**config.mk**
```make
export PLATFORM = sky130hd
export DESIGN_NAME = sha256_msg_sched_flat
export DESIGN_NICKNAME = d
export VERILOG_FILES = /design/src/rtl/sha256_msg_sched_if.sv /design/src/rtl/sha256_msg_sched.sv /design/src/flat_wrapper.sv
export SDC_FILE = /design/constraint.sdc
export NUM_CORES = 1
export LEC_CHECK = 0
export CORE_AREA = 5 5 260 262
export DETAILED_ROUTE_END_ITERATION = 10
export DIE_AREA = 0 0 265 267
export PLACE_DENSITY = 0.59
export SYNTH_ARGS = -nofsm -noshare
export SYNTH_HDL_FRONTEND = slang
export SYNTH_SLANG_ARGS = --single-unit
```
**constraint.sdc**
```tcl
create_clock -name clk -period 4.9 [get_ports clk]
set_input_delay 1.47 -clock clk [delete_from_list [all_inputs] [get_ports clk]]
set_output_delay 1.47 -clock clk [all_outputs]
set_load 0.01 [all_outputs]
```
**src/rtl/sha256_msg_sched_if.sv**
```systemverilog
// Block-load and schedule-output bus between the message source, the schedule
// stage and the compression core.
interface sha256_msg_sched_if #(
  parameter int unsigned DATA_WIDTH = 32
);
  localparam int unsigned ROUND_W = 6;

  logic                  start_in;
  logic [DATA_WIDTH-1:0] word_in;
  logic                  word_valid_in;
  logic                  word_ready_out;
  logic [DATA_WIDTH-1:0] w_out;
  logic [ROUND_W-1:0]    round_out;
  logic [1:0]            state_out;
  logic                  w_valid_out;
  logic                  done_in;
  logic                  busy_out;

  modport slave (
    input  start_in, word_in, word_valid_in, done_in,
    output word_ready_out, w_out, round_out, state_out, w_valid_out, busy_out
  );

  modport master (
    output start_in, word_in, word_valid_in, done_in,
    input  word_ready_out, w_out, round_out, state_out, w_valid_out, busy_out
  );
endinterface

```
**src/rtl/sha256_msg_sched.sv**
```systemverilog
// SHA-256 message schedule: loads 16 words, expands to W[0..63] one per cycle,
// then holds the last word until the core reports the digest sent.
module sha256_msg_sched #(
  parameter int unsigned DATA_WIDTH = 32
) (
  input logic               clk,
  input logic               rst_n,
  sha256_msg_sched_if.slave bus
);
  localparam int unsigned ROUND_W   = 6;
  localparam int unsigned WIN_DEPTH = 16;
  localparam logic [ROUND_W-1:0] LAST_LOAD  = ROUND_W'(15);
  localparam logic [ROUND_W-1:0] LAST_ROUND = ROUND_W'(63);
  localparam logic [1:0] PH_IDLE = 2'b00;
  localparam logic [1:0] PH_LOAD = 2'b01;
  localparam logic [1:0] PH_EXP  = 2'b10;
  localparam logic [1:0] PH_HOLD = 2'b11;

  typedef enum logic [1:0] {IDLE, LOAD, EXPAND, HOLD} state_t;

  state_t                                 state;
  logic [ROUND_W-1:0]                     count;
  logic [WIN_DEPTH-1:0][DATA_WIDTH-1:0]   window;
  logic [DATA_WIDTH-1:0]                  w_next_c;
  logic                                   accept_c;

  function automatic logic [DATA_WIDTH-1:0] rotr(input logic [DATA_WIDTH-1:0] x,
                                                 input int unsigned n);
    return (x >> n) | (x << (DATA_WIDTH - n));
  endfunction

  function automatic logic [DATA_WIDTH-1:0] sigma0(input logic [DATA_WIDTH-1:0] x);
    return rotr(x, 7) ^ rotr(x, 18) ^ (x >> 3);
  endfunction

  function automatic logic [DATA_WIDTH-1:0] sigma1(input logic [DATA_WIDTH-1:0] x);
    return rotr(x, 17) ^ rotr(x, 19) ^ (x >> 10);
  endfunction

  // window[0] is W[t-16], window[15] is W[t-1]
  always_comb begin
    w_next_c = sigma1(window[14]) + window[9] + sigma0(window[1]) + window[0];
    accept_c = (state == LOAD) && bus.word_valid_in && bus.word_ready_out;
  end

  always_ff @(posedge clk or negedge rst_n) begin
    if (!rst_n) begin
      state              <= IDLE;
      count              <= '0;
      window             <= '0;
      bus.word_ready_out <= 1'b0;
      bus.w_out          <= '0;
      bus.round_out      <= '0;
      bus.state_out      <= PH_IDLE;
      bus.w_valid_out    <= 1'b0;
      bus.busy_out       <= 1'b0;
    end else begin
      case (state)
        IDLE: begin
          if (bus.start_in) begin
            state              <= LOAD;
            count              <= '0;
            bus.word_ready_out <= 1'b1;
            bus.busy_out       <= 1'b1;
          end
        end
        LOAD: begin
          if (accept_c) begin
            window          <= {bus.word_in, window[WIN_DEPTH-1:1]};
            bus.w_out       <= bus.word_in;
            bus.round_out   <= count;
            bus.w_valid_out <= 1'b1;
            bus.state_out   <= PH_LOAD;
            count           <= count + ROUND_W'(1);
            if (count == LAST_LOAD) begin
              state              <= EXPAND;
              bus.word_ready_out <= 1'b0;
            end
          end else begin
            bus.w_valid_out <= 1'b0;
            bus.state_out   <= PH_IDLE;
          end
        end
        EXPAND: begin
          // New word goes out and into the window on the same edge
          window          <= {w_next_c, window[WIN_DEPTH-1:1]};
          bus.w_out       <= w_next_c;
          bus.round_out   <= count;
          bus.w_valid_out <= 1'b1;
          bus.state_out   <= PH_EXP;
          if (count == LAST_ROUND) begin
            state <= HOLD;
          end else begin
            count <= count + ROUND_W'(1);
          end
        end
        HOLD: begin
          if (bus.done_in) begin
            state              <= IDLE;
            count              <= '0;
            window             <= '0;
            bus.word_ready_out <= 1'b0;
            bus.w_out          <= '0;
            bus.round_out      <= '0;
            bus.state_out      <= PH_IDLE;
            bus.w_valid_out    <= 1'b0;
            bus.busy_out       <= 1'b0;
          end else begin
            bus.w_valid_out <= 1'b0;
            bus.state_out   <= PH_HOLD;
          end
        end
        default: state <= IDLE;
      endcase
    end
  end
endmodule

```
**src/flat_wrapper.sv**
```systemverilog
// flat-port wrapper written by rule: the top's interface ports become plain ports
module sha256_msg_sched_flat 
#(
  parameter int unsigned DATA_WIDTH = 32
)
  (clk, rst_n, bus_start_in, bus_word_in, bus_word_valid_in, bus_done_in, bus_word_ready_out, bus_w_out, bus_round_out, bus_state_out, bus_w_valid_out, bus_busy_out);
  sha256_msg_sched_if #(.DATA_WIDTH(DATA_WIDTH)) bus_i ();
  input logic clk;
  input logic rst_n;
  input wire logic [$bits(bus_i.start_in)-1:0] bus_start_in;
  input wire logic [$bits(bus_i.word_in)-1:0] bus_word_in;
  input wire logic [$bits(bus_i.word_valid_in)-1:0] bus_word_valid_in;
  input wire logic [$bits(bus_i.done_in)-1:0] bus_done_in;
  output wire logic [$bits(bus_i.word_ready_out)-1:0] bus_word_ready_out;
  output wire logic [$bits(bus_i.w_out)-1:0] bus_w_out;
  output wire logic [$bits(bus_i.round_out)-1:0] bus_round_out;
  output wire logic [$bits(bus_i.state_out)-1:0] bus_state_out;
  output wire logic [$bits(bus_i.w_valid_out)-1:0] bus_w_valid_out;
  output wire logic [$bits(bus_i.busy_out)-1:0] bus_busy_out;
  assign bus_i.start_in = bus_start_in;
  assign bus_i.word_in = bus_word_in;
  assign bus_i.word_valid_in = bus_word_valid_in;
  assign bus_i.done_in = bus_done_in;
  assign bus_word_ready_out = bus_i.word_ready_out;
  assign bus_w_out = bus_i.w_out;
  assign bus_round_out = bus_i.round_out;
  assign bus_state_out = bus_i.state_out;
  assign bus_w_valid_out = bus_i.w_valid_out;
  assign bus_busy_out = bus_i.busy_out;
  sha256_msg_sched #(.DATA_WIDTH(DATA_WIDTH)) u_core (.clk(clk), .rst_n(rst_n), .bus(bus_i));
endmodule
```
; ---- After elaboration in Yosys (flattened, before gate mapping)
; Cells that the tools add are included.
[word_totals]
reg_bits = 563
elab_cells = 88
output_inout_bits = 43
[op_classes]
add_sub_neg = 4
eq_ne = 11
bitwise_logic = 8
n_reduce_logical = 11
mux = 30
[ops]
columns = operator, n
row1 = 512-bit case mux with 3 select lines, 1
row2 = 512-bit two-way mux, 2
row3 = 32-bit adder, 3
row4 = 32-bit case mux with 3 select lines, 1
row5 = 32-bit two-way mux, 2
row6 = 32-bit bitwise XOR, 2
row7 = 13-bit by 32-bit bitwise OR with 32-bit output, 1
row8 = 14-bit by 32-bit bitwise OR with 32-bit output, 1
row9 = 15-bit by 32-bit bitwise OR with 32-bit output, 1
row10 = 25-bit by 32-bit bitwise OR with 32-bit output, 1
row11 = 32-bit by 22-bit bitwise XOR with 32-bit output, 1
row12 = 32-bit by 29-bit bitwise XOR with 32-bit output, 1
row13 = 6-bit two-way mux, 5
row14 = 6-bit case mux with 4 select lines, 1
row15 = 6-bit case mux with 3 select lines, 1
row16 = 2-bit two-way mux, 6
row17 = 5-bit AND reduction, 2
row18 = "2-bit != test, second input constant", 4
row19 = 2-bit case mux with 4 select lines, 1
row20 = "6-bit by 1-bit adder with 6-bit output, second input constant", 1
row21 = "6-bit by 4-bit equality test with 1-bit output, second input constant", 1
row22 = "6-bit equality test, second input constant", 1
row23 = 1-bit two-way mux, 6
row24 = 1-bit case mux with 3 select lines, 2
row25 = 11 further kinds, 16

; ---- Longest topological paths before layout
[depth]
depth_word = 7
ltp_mapped = 19
depth_no_buf = 18

; ---- Least setup slack after synthesis
; Ideal clock, no wire load.
[synth_path]
kind = flip-flop to flip-flop
from = register u_core.window[469] (netlist name)
to = register u_core.bus.w_out[24]
arrival_ns = 4.208
setup_slack_ns = 0.561
setup_time_ns = 0.131
synth_period_minus_slack_ns = 4.339
path_stages_with_launch = 18
cell_sequence = dfrtp_1 -> clkbuf_1 -> xnor2_1 -> xnor2_1 -> fa_1 -> inv_1 -> fa_1 -> inv_1 -> ha_1 -> a21oi_1 -> nor2b_1 -> a311o_1 -> o31a_4 -> a2111oi_4 -> nor4_1 -> or3_1 -> a32oi_1 -> o21ai_1
[synth_via]
elab_chain_len = 7
word_cells_on_any_way = 8
cone_classes = add/sub (3) / mux (1) / bitwise (4)
[synth_rtl]
columns = element, line_no
row1 = start: declaration, sha256_msg_sched.sv:23  ; logic [WIN_DEPTH-1:0][DATA_WIDTH-1:0] window;
row2 = start signal: assignment, sha256_msg_sched.sv:69  ; window <= {bus.word_in, window[WIN_DEPTH-1:1]};
row3 = start signal: assignment, sha256_msg_sched.sv:86  ; window <= {w_next_c, window[WIN_DEPTH-1:1]};
row4 = 13-bit by 32-bit bitwise OR with 32-bit output / 15-bit by 32-bit bitwise OR with 32-bit output (equally long branches), sha256_msg_sched.sv:29  ; return (x >> n) | (x << (DATA_WIDTH - n));
row5 = 32-bit bitwise XOR, sha256_msg_sched.sv:37  ; return rotr(x, 17) ^ rotr(x, 19) ^ (x >> 10);
row6 = 32-bit by 22-bit bitwise XOR with 32-bit output *, sha256_msg_sched.sv:37
row7 = 32-bit adder * (3 in a row), sha256_msg_sched.sv:42  ; w_next_c = sigma1(window[14]) + window[9] + sigma0(window[1]) + window[0];
row8 = 32-bit case mux with 3 select lines *, sha256_msg_sched.sv:58  ; case (state)
row9 = end signal: assignment, sha256_msg_sched.sv:70  ; bus.w_out <= bus.word_in;
row10 = end signal: assignment, sha256_msg_sched.sv:87  ; bus.w_out <= w_next_c;
row11 = end: declaration, sha256_msg_sched_if.sv:21  ; output word_ready_out, w_out, round_out, state_out, w_valid_out, busy_out
; Every way passes the cells marked *; elsewhere a longest branch is shown, timed or not.
; A chain may end at the register's enable or synchronous reset.

; ---- Final worst setup path
; Ends and elaborated chain as after synthesis.

==> out/results.txt <==
outcome: finished, final reports clean
asr flop ratio synth: 100.0%
die area: 0.07076 sq mm
# port buffers: 79
Post-synth EDFFs: 0
Hold Path Class: flip-flop to flip-flop
startpoint type of the worst setup path: flip-flop
Initial DRT Pass Iterations: 5
Detailed Route WL: 71750 um
Top Ports: 80
Post-route DRC: 0
synthesized flop and latch total: 531
Syn-to-layout area delta: 12.65%
period utilization: 95.26%
Placer Congestion: 0.9088
commonest non-fill, non-tap cell in the layout: nand2_1
WS Path Type: flip-flop to flip-flop
Post-Synth Simple-Gate Area: 25.27%
CP Capture Type: flip-flop
max-slew violations: 0
Worst-Margin Slew: 1.275 ns
setup bufs post-CTS: 0
Clock Tree Buf Depth: 3
Worst EP arrival: 5.17 ns
Mapped Area: 0.02563 sq mm
std cell rows: 94
Final Hold Fails: 0
post-route ant nets: 0
ANT cells: 0
vias: 19.33k
Final TNS setup: 0 ns
worst-case reg-to-reg path depth: 16
clk slew on worst S/H paths: 0.06 ns
XOR/XNOR Fraction of Synth Area: 4.920%
Syn Inst Count: 2914
post-synthesis sequential area ratio: 51.84%
R2R Path End: u_core.bus.w_out[24]
Floorplan Core Area: 0.06516 sq mm
final-report setup violation count: 0
Syn Nets: 3049
CTS root buf: clkbuf_16
Num CTS Buffers: 58
htree depth: 2
worst skew pair latency: 0.63 ns
Via-to-Cell Ratio: 5.143
most frequent cells in the layout: nand2_1, dfrtp_1, nand3_1, inv_1, xnor2_1
largest net degree at the start of global routing: 133
largest family of logic cells by synthesized area: simple AND/OR/NAND/NOR gates
vias in the first global route: 19.14k
all-layer global routing usage: 20.08%
post-cts sizing count: 0
global-route wire length before repair: 112900 um
Synth Warn #: 0
Synth cell types: 53
internal reg-to-reg setup slack: 0.23 ns
worst hold slack: 0.4619 ns
Avg Cell Area, Syn: 8.797 sq um
Post-CTS Hold Buffers: 0
r2r startpoint: u_core.window[469]
initial core utilization: 39.34%
Max-Cap Viols: 0
Nets: 2981
initial antenna violation count: 0
DRT iter0 DRCs: 1645
Overflow after GRT: 0
die width: 265 um
compound-cell area share of the yosys netlist: 4.837%
Routed WL per cell: 19.09 um
Hold Path End: u_core.window[212]
HP Start: u_core.window[212]
post-synthesis mux area share: 0%
Worst EP required: 5.40 ns
Synth Area in Adders: 6.599%
DP HPWL: 49320 um
CP Max Fanout: 5
DIE HEIGHT: 267 um
CTS tree: built
Num Clock Sinks: 531
FMAX: 0.2142 GHz
Final Critical Period: 4.668 ns
final clock skew: 0.03318 ns
main flop type after synthesis: dfrtp_1
headroom to the max-slew limit: 14.88%
WHS Path Cells: 2
layout cells sized above 1: 5.460%
-- cells in the mapped netlist, types with 3 or more instances --
cell type / instances / area share [%]
o21ai_0: 62 / 1.2
nor3_1: 10 / 0.20
a21o_1: 16 / 0.47
buf_4: 32 / 0.94
nand2_1: 947 / 14
or3_1: 4 / 0.098
nor2b_1: 6 / 0.15
o22ai_1: 3 / 0.073
a21oi_1: 44 / 0.86
nor2_1: 55 / 0.81
nand3_1: 486 / 9.5
a31oi_1: 4 / 0.098
dfrtp_1: 531 / 52
xor2_1: 24 / 0.82
inv_1: 152 / 2.2
o21a_1: 3 / 0.088
a221oi_1: 17 / 0.58
clkbuf_1: 228 / 3.3
xnor2_1: 120 / 4.1
nand2b_1: 8 / 0.20
o21ai_1: 8 / 0.16
a22o_1: 9 / 0.31
and3_1: 7 / 0.17
fa_1: 62 / 4.8
ha_1: 36 / 1.8
a211oi_1: 4 / 0.12
nor3b_1: 4 / 0.12
-- stage by stage --
step	instances	cell area [sq um]	utilization, %	worst slack, ns
2_1_floorplan	2914	25630	-	0.5605
3_3_place_gp	3650	27010	41.46	0.2242
3_5_place_dp	3650	27010	41.46	0.1955
4_1_cts	3758	28860	44.29	0.1891
5_1_grt	3758	28880	44.32	-0.007426
6_report	3758	28880	44.32	0.2321
-- registers in the layout, summed over array words and instances (netlist names) --
register                   cells
u_core.window                480
u_core.bus.w_out              32
u_core.bus.round_out           6
u_core.count                   6
u_core.bus.state_out           2
u_core.state                   2
u_core.bus.busy_out            1
u_core.bus.w_valid_out         1
u_core.bus.word_ready_out      1
-- per-layer routing --
| layer | global-route usage (%) | up-vias | share of wire (%) |
|---|---|---|---|
| met5 | 0 | - | 0 |
| met4 | 5.944 | 0 | 3.1 |
| met3 | 3.180 | 113 | 4.8 |
| met2 | 31.23 | 432 | 46 |
| met1 | 29.28 | 9646 | 46 |
| li1 | - | 9136 | - |
-- worst max-delay path by stage --
| stage | startpoint | to | cells past startpoint | slack [ns] |
|---|---|---|---|---|
| finish | u_core.window[469] | u_core.bus.w_out[24] | 16 | 0.23 |
| global route | u_core.window[40] | u_core.bus.w_out[31] | 18 | -0.007 |
| CTS | u_core.window[40] | u_core.bus.w_out[31] | 18 | 0.19 |
| detailed placement | u_core.window[40] | u_core.bus.w_out[31] | 18 | 0.20 |
| global placement | u_core.window[469] | u_core.bus.w_out[24] | 16 | 0.22 |
| floorplan | u_core.window[469] | u_core.bus.w_out[24] | 17 | 0.56 |
-- critical path: stages, from the launching register on --
cell	delay (ns)
dfrtp_1	0.45
xnor2_1	0.22
xnor2_1	0.12
fa_1	0.53
inv_1	0.06
fa_1	0.56
inv_1	0.06
ha_1	0.29
a21oi_1	0.18
nor2b_1	0.09
a311o_1	0.42
o31a_4	0.40
a2111oi_4	0.42
nor4_1	0.12
or3_1	0.32
a32oi_1	0.23
o21ai_1	0.08
-- final cells by class --
class                      instances  area, sq um
multi-input combinational       1969        10710
fill                            6417        36280
tap                              864         1081
inverter                         152        570.5
clock buffer                      83         1625
sequential                       531        13290
timing repair buffer             134         1384
clock inverter                    25        220.2
-- kinds of logic after synthesis --
family,after synthesis
simple gates,1534
compound gates,193
fa+ha+maj,98
buf+inv,414
xor+xnor,144
flops,531
Power is not shown: default switching activity piles up to over one toggle a cycle in this logic, so the estimate is an artifact.
